`src/rtl/cpu_pkg.sv`:
```
// Shared processor definitions: opcode map and fetch-stage state encoding.
package cpu_pkg;

    localparam int unsigned OP_LOAD  = 0;
    localparam int unsigned OP_STOP  = 1;
    localparam int unsigned OP_STORE = 2;
    localparam int unsigned OP_ADD   = 4;
    localparam int unsigned OP_BZ    = 5;
    localparam int unsigned OP_SUB   = 6;
    localparam int unsigned OP_NAND  = 8;
    localparam int unsigned OP_BNZ   = 9;
    localparam int unsigned OP_NOP   = 10;
    localparam int unsigned OP_BPZ   = 13;
    // SHIFT and ORI are encoded on the short 3-bit opcode field
    localparam int unsigned OP_SHIFT = 3;
    localparam int unsigned OP_ORI   = 7;

    localparam int unsigned FETCH_STATE_W = 2;
    localparam int unsigned FLUSH_CNT_W   = 4;

    typedef logic [FETCH_STATE_W-1:0] fetch_state_t;

    localparam fetch_state_t ST_IDLE  = 2'd0;
    localparam fetch_state_t ST_RUN   = 2'd1;
    localparam fetch_state_t ST_FLUSH = 2'd2;
    localparam fetch_state_t ST_HALT  = 2'd3;

endpackage

```
`src/rtl/fetch_ctrl.sv`:
```
// Fetch-stage controller: PC/IR1 write control with stall, memory-wait,
// branch-shadow flush and resumable STOP halt; counts real fetched instructions.
module fetch_ctrl
    import cpu_pkg::*;
#(
    parameter int unsigned OPCODE_W    = 4,
    parameter int unsigned STOP_OP     = OP_STOP,
    parameter int unsigned FLUSH_SLOTS = 1,
    parameter int unsigned CNT_W       = 16
) (
    input  logic                clock,
    input  logic                resetn,
    input  logic [OPCODE_W-1:0] opcode,
    input  logic                branch,
    input  logic                stall,
    input  logic                mem_ready,
    input  logic                resume,
    output logic                pc_write,
    output logic                pc_sel,
    output logic                ir1_load,
    output logic                ir1_flush,
    output logic                halted,
    output logic [CNT_W-1:0]    fetch_count
);

    fetch_state_t           state, state_nxt;
    logic [FLUSH_CNT_W-1:0] flush_cnt, flush_cnt_nxt;
    logic                   redirect;

    // Next-state and Mealy outputs; everything held at 0 while in reset
    always_comb begin
        pc_write      = 1'b0;
        pc_sel        = 1'b0;
        ir1_load      = 1'b0;
        ir1_flush     = 1'b0;
        redirect      = 1'b0;
        state_nxt     = state;
        flush_cnt_nxt = flush_cnt;

        if (resetn) begin
            case (state)
                ST_IDLE: state_nxt = ST_RUN;
                ST_RUN: begin
                    if (branch) begin
                        redirect = 1'b1;
                    end else if (stall) begin
                        state_nxt = ST_RUN;
                    end else if (opcode == OPCODE_W'(STOP_OP)) begin
                        state_nxt = ST_HALT;
                    end else if (!mem_ready) begin
                        ir1_load  = 1'b1;
                        ir1_flush = 1'b1;
                    end else begin
                        pc_write = 1'b1;
                        ir1_load = 1'b1;
                    end
                end
                ST_FLUSH: begin
                    ir1_load  = 1'b1;
                    ir1_flush = 1'b1;
                    if (branch) begin
                        redirect = 1'b1;
                    end else if (flush_cnt <= FLUSH_CNT_W'(1)) begin
                        flush_cnt_nxt = '0;
                        state_nxt     = ST_RUN;
                    end else begin
                        flush_cnt_nxt = flush_cnt - FLUSH_CNT_W'(1);
                    end
                end
                ST_HALT: begin
                    if (branch) begin
                        redirect = 1'b1;
                    end else if (resume) begin
                        state_nxt = ST_RUN;
                    end
                end
                default: state_nxt = ST_IDLE;
            endcase

            // Taken branch: redirect PC now, the branch cycle is the first bubble
            if (redirect) begin
                pc_sel    = 1'b1;
                pc_write  = 1'b1;
                ir1_load  = 1'b1;
                ir1_flush = 1'b1;
                if (FLUSH_SLOTS > 1) begin
                    state_nxt     = ST_FLUSH;
                    flush_cnt_nxt = FLUSH_CNT_W'(FLUSH_SLOTS - 1);
                end else begin
                    state_nxt     = ST_RUN;
                    flush_cnt_nxt = '0;
                end
            end
        end
    end

    always_ff @(posedge clock) begin
        if (!resetn) begin
            state       <= ST_IDLE;
            flush_cnt   <= '0;
            halted      <= 1'b0;
            fetch_count <= '0;
        end else begin
            state     <= state_nxt;
            flush_cnt <= flush_cnt_nxt;
            halted    <= (state_nxt == ST_HALT);
            if (ir1_load && !ir1_flush) begin
                fetch_count <= fetch_count + CNT_W'(1);
            end
        end
    end

endmodule

```
`config.mk`:
```
export PLATFORM = sky130hd
export DESIGN_NAME = fetch_ctrl
export DESIGN_NICKNAME = d
export VERILOG_FILES = /design/src/rtl/cpu_pkg.sv /design/src/rtl/fetch_ctrl.sv
export SDC_FILE = /design/constraint.sdc
export NUM_CORES = 1
export LEC_CHECK = 0
export ABC_CLOCK_PERIOD_IN_PS = 1900
export CAP_MARGIN = 10
export CORE_UTILIZATION = 44
export CTS_CLUSTER_SIZE = 30
export DETAILED_ROUTE_END_ITERATION = 10
export GPL_ROUTABILITY_DRIVEN = 0
export PLACE_DENSITY = 0.81
export SLEW_MARGIN = 10
export SYNTH_ARGS = -nofsm -noshare
export SYNTH_HDL_FRONTEND = slang
export SYNTH_SLANG_ARGS = --single-unit
export TNS_END_PERCENT = 30
```
`constraint.sdc`:
```
create_clock -name clock -period 1.9 [get_ports clock]
set_input_delay 0.19 -clock clock [delete_from_list [all_inputs] [get_ports clock]]
set_output_delay 0.19 -clock clock [all_outputs]
set_load 0.05 [all_outputs]
```
=== Word-level counts from Yosys, hierarchy flattened ===
Index checks and enable logic that the tools add are counted.

* Logic and storage cells: 56
* Register bits after elaboration: 23
* Bits of input ports: 10
* Output and inout port bits: 21

* Bitwise gates (word level): 2
* Eq/ne operators: 5
* $lt $le $gt $ge: 1
* Add/subtract/negate cells: 2
* Mux-type cells: 36
* Reductions and logical operators: 6

{| class="wikitable"
|+ Operator list
! cell !! count
|-
| 1-bit two-way mux || 23
|-
| 2-bit two-way mux || 9
|-
| 16-bit by 1-bit adder with 16-bit output (second input constant) || 1
|-
| 2-bit one-hot mux with 4 select lines || 1
|-
| 2-bit == test (second input constant) || 3
|-
| 4-bit by 1-bit == test with 1-bit output (second input constant) || 1
|-
| 4-bit by 1-bit less-or-equal comparator with 1-bit output (second input constant) || 1
|-
| 4-bit two-way mux || 1
|-
| 1-bit one-hot mux with 2 select lines || 2
|-
| 4-bit by 1-bit subtractor with 4-bit output (second input constant) || 1
|-
| 3-bit OR reduction || 1
|-
| 2-bit by 1-bit == test with 1-bit output (second input constant) || 1
|-
| 2-bit zero test || 1
|-
| 1-bit NOT || 2
|-
| 2-bit AND reduction || 1
|-
| 2-bit OR reduction || 1
|-
| 1-bit logical AND || 1
|-
| 1-bit zero test || 1
|}

=== Longest topological paths before layout ===
* Depth after elaboration: 9
* Mapped depth: 7

=== Worst setup path after synthesis ===
Ideal clock, no wire load.

* Path kind: reg2out
* Start: register state[1]
* End: output port ir1_flush
* Cell stages (with the launch flop): 7
* Setup slack: -0.421 ns
* Data arrival time: 2.131 ns
* Required time: 1.710 ns
* Buffers on the path: 0
* Cell sequence: dfxtp_1 > inv_1 > ha_1 > nor3b_2 > and2_1 > a21oi_1 > o21ai_0

* Cells in the longest elaborated chain, start to end: 6
* Elaborated cells between the ends (all ways): 9
* Classes of those cells: eq/ne (3); mux (5); reduce/logical (1)

{| class="wikitable"
|+ RTL lines
! item !! RTL line !! text
|-
| start: declaration || fetch_ctrl.sv:26 || <nowiki>fetch_state_t state, state_nxt;</nowiki>
|-
| start signal: assignment || fetch_ctrl.sv:104 || <nowiki>state <= state_nxt;</nowiki>
|-
| 2-bit == test / 2-bit by 1-bit == test with 1-bit output (equally long branches) || fetch_ctrl.sv:41 || <nowiki>case (state)</nowiki>
|-
| 3-bit OR reduction (no source line) || - ||
|-
| 1-bit two-way mux || - ||
|-
| 1-bit two-way mux || fetch_ctrl.sv:40 || <nowiki>if (resetn) begin</nowiki>
|-
| 1-bit two-way mux (*) || fetch_ctrl.sv:81 || <nowiki>if (redirect) begin</nowiki>
|-
| 1-bit two-way mux (*) || fetch_ctrl.sv:40 ||
|-
| end: declaration || fetch_ctrl.sv:21 || <nowiki>output logic ir1_flush,</nowiki>
|}

Mark *: on every way between the ends. The rest lies on a longest branch, timed or not. The select of a mux whose other input is x is not followed.

=== Worst setup path in the final report ===
* Start: register state[0]
* End: output port ir1_load

* Cells in the longest elaborated chain, start to end: 6
* Elaborated cells between the ends (all ways): 9
* Classes of those cells: eq/ne (3); mux (5); reduce/logical (1)

{| class="wikitable"
|+ RTL lines
! item !! RTL line !! text
|-
| 2-bit == test / 2-bit by 1-bit == test with 1-bit output (equally long branches) || fetch_ctrl.sv:41 ||
|-
| 3-bit OR reduction (no source line) || - ||
|-
| 1-bit two-way mux || - ||
|-
| 1-bit two-way mux || fetch_ctrl.sv:40 ||
|-
| 1-bit two-way mux (*) || fetch_ctrl.sv:81 ||
|-
| 1-bit two-way mux (*) || fetch_ctrl.sv:40 ||
|-
| end: declaration || fetch_ctrl.sv:20 || <nowiki>output logic ir1_load,</nowiki>
|}

Marked as above.

==> run metrics <==
area of the core=around 2700 sq um; layout overhead on the synthesized area=49.7%; detailed-route wire length=between 3 and 4 mm; gate count of the mapped netlist=148; dominant cells by area after synthesis=dfxtp_1, ha_1, o31ai_1; Crit Reg-Reg Startpoint=state[0]; Setup violations, final=10; beginning of the worst hold path=flush_cnt[1]; worst r2r dst=fetch_count[13]; portion of total power attributed to the clock network=26.9%; Total Die Area=between 3000 and 4000 sq um; multi-input gate area in the final layout=between 800 and 900 sq um; master cell of the clock root buffer=clkbuf_4; total track usage=23.2%; violations in the final reports=setup timing; internal power consumption=~630 uW; # H-tree levels=1; overflow left after global routing=0; router iterations before antenna repair=4; proportion of power drawn by combinational gates=14.8%; post-route non-filler standard cell count=232; yosys synthesis warning count=0; total count of max-transition violations in the final report=0; post-synthesis register bit count=23; Cell variety after synth=34; path type of the worst setup path=reg -> out; Maximum Capacitance Violations=0; PortBufs=30; area fraction of the dominant cell type after synthesis=~37%; num ports=31; net count after synthesis=between 150 and 200; routed len/inst=14.8 um; maximum clock frequency=485 MHz; remaining number of nets flagged by the antenna check after routing=0; Worst Path Max Fanout=4; Critical Path Sink Type=primary output; Initial Utilization=46.1%; post-route minimum period=2.06 ns; clk slew on worst S/H paths=0.12 ns; switching component of the power=205 uW; average cell area after synthesis=8.51 sq um; DP Cell Count=approximately 230; antenna diode count=0; Clock Sinks=23; final worst path period share=109%; sequential fraction of the synthesis area=36.5%; Hold Crit Endpoint=flush_cnt[1]; Peak VDD IR=0.347 mV; largest net degree at the start of global routing=14; overall die height=55.5 um; initial antenna violation count=0; CTS tree=done; fraction of final layout cells with drive strength greater than 1=23.9%; hold violation total from the final report=0; Post-Route Skew=0.00429 ns; run status=finished with violations; launching element type of the critical path=register; least setup slack across all paths after layout=-0.164 ns; kind of path behind the tightest hold check=reg -> reg; relative contribution of sequential cells to total power=58.4%; worst hold path stage count=2; Data required, critical path=1.71 ns; Slew headroom=66.1%; Skew-Pair Late Insertion Delay=0.30 ns; violation count after the first detailed-route iteration=29; DRC=0; first-pass GRT wire length=5.80 mm; width of the die=about 56 um; transition at the pin with the smallest max-transition slack=0.508 ns; EDFF count, synth=0; cell type with the largest total area after synthesis=dfxtp_1; area taken by flip-flops and latches=approximately 460 sq um; number of placement rows=19; Hold-fix buffers, CTS=0; vias per cell=~5.9; vias after detailed routing=1371; total CTS buffers=3; R2R cell count=7; Async SR Flop Fraction=0%; Fillers=207; RSZ-0062 raised after global routing=yes; power per standard cell area=441 nW/um^2; Arrival @ worst endpoint=1.87 ns; Pleak=around 0.00073 uW; Top FF cell, synth=dfxtp_1; post-layout net count=220; HPWL after detailed placement=2.52 mm; net switching share of the total power=around 25%; largest buffer count on any clock path=2; vias in the first global route=1379; synthesized cell area=1260 sq um; total design power=roughly 830 uW; Worst R2R Setup Slack=-0.11 ns
[state kept, by name (all words and copies together) (netlist names)]
name         flops
fetch_count     16
flush_cnt        4
state            2
halted           1
[layout make-up]
type                            instances  share of cell area (%)
Clock buffer                            4                    1.39
Multi-Input combinational cell        110                    42.5
Tap cell                               31                    2.06
Sequential cell                        23                    24.6
Timing Repair Buffer                   54                    27.5
Inverter                               10                    1.99
[kinds of logic after synthesis]
logic type	count (synthesis)	share of synthesized area [%]
and+or+nand+nor	55	25.2
xor gates and xnor gates	1	0.695
buffers and inverters	15	4.67
adders and majority gates	8	7.94
DFF	23	36.5
AOI/OAI and AO/OA	44	23.3
muxes	2	1.59
[cells in the mapped netlist (4+ instances only)]
library cell	instances
or4_1	6
dfxtp_1	23
nand2_1	13
nor2_1	7
or3_1	4
nand3_1	4
nand4_1	4
o31ai_1	9
a21oi_1	11
o211ai_1	6
o21ai_0	7
inv_1	10
ha_1	8
[power by group through the flow]
| stage | clock network, uW | logic [uW] | registers, uW |
|---|---|---|---|
| floorplan | 0 | 42.8 | 497 |
| global placement | 0 | 104 | 496 |
| detailed placement | 0 | 107 | 496 |
| CTS | 231 | 120 | 485 |
| global route | 251 | 130 | 486 |
| finish | 224 | 123 | 486 |
[metrics by stage]
stage | worst slack, ns | area, sq um | util (%) | TNS, ns | hold WS [ns]
after global routing | -0.227 | 1890 | 69.0 | -2.04 | 0.504
after global placement | -0.0872 | 1770 | 64.6 | -0.241 | 0.452
final | -0.164 | 1890 | 69.0 | -1.01 | 0.480
after CTS | -0.112 | 1870 | 68.4 | -0.729 | 0.475
after floorplan | -0.0432 | 1260 | - | -0.0595 | 0.371
after detailed placement | -0.146 | 1770 | 64.6 | -0.860 | 0.458
[how the worst max path moves through the flow]
stage               depth (start not counted)              end  slack, ns  startpoint
global route                                9         ir1_load      -0.23    state[1]
finish                                      8         ir1_load      -0.16    state[0]
global placement                            6        ir1_flush      -0.09   opcode[1]
CTS                                         9        ir1_flush      -0.11    state[1]
floorplan                                   6        ir1_flush      -0.04    state[1]
detailed placement                          6  fetch_count[10]      -0.15      branch
[critical path: stages, from the launching register on]
cell,delay (ns)
dfxtp_2,0.36
buf_4,0.14
ha_4,0.14
nor3b_4,0.22
buf_4,0.16
and2_4,0.16
nor2_2,0.05
o21ai_2,0.18
buf_12,0.16
[per-layer routing]
layer / vias to the layer above / wire [um] / share of wire [%] / global-route usage, %
li1: 668 / - / - / -
met5: - / 0 / 0 / 0
met2: 56 / 1780 / 52 / 43.7
met4: 0 / 59 / 1.7 / 8.57
met1: 639 / 1400 / 41 / 26.7
met3: 8 / 191 / 5.6 / 2.34
[cells in the final DEF, fill, tap and decap left out, types with 3 or more instances in the layout]
master and n:
buf_12 3, o211ai_1 6, o31ai_1 9, buf_4 22, inv_1 9, a21oi_1 9, clkbuf_4 3, nand2_1 12
ha_1 7, nand3_1 4, nor3_1 3, or4_1 5, clkdlybuf4s50_1 26, or3_1 4, buf_6 3, nand4_1 4
o21ai_0 5, nor2_1 6, and3_1 3, dfxtp_1 21, o41ai_1 3
[timing repair]
item | CTS | global route
gates resized for setup | 15 | 6
gates cloned | 0 | 0
setup buffers | 3 | 0
pin swaps | 6 | 4
hold endpoints to repair | 0 | 0
endpoints found under the setup margin | 12 | 15
Note: power is estimated with default switching activity, not from simulation.
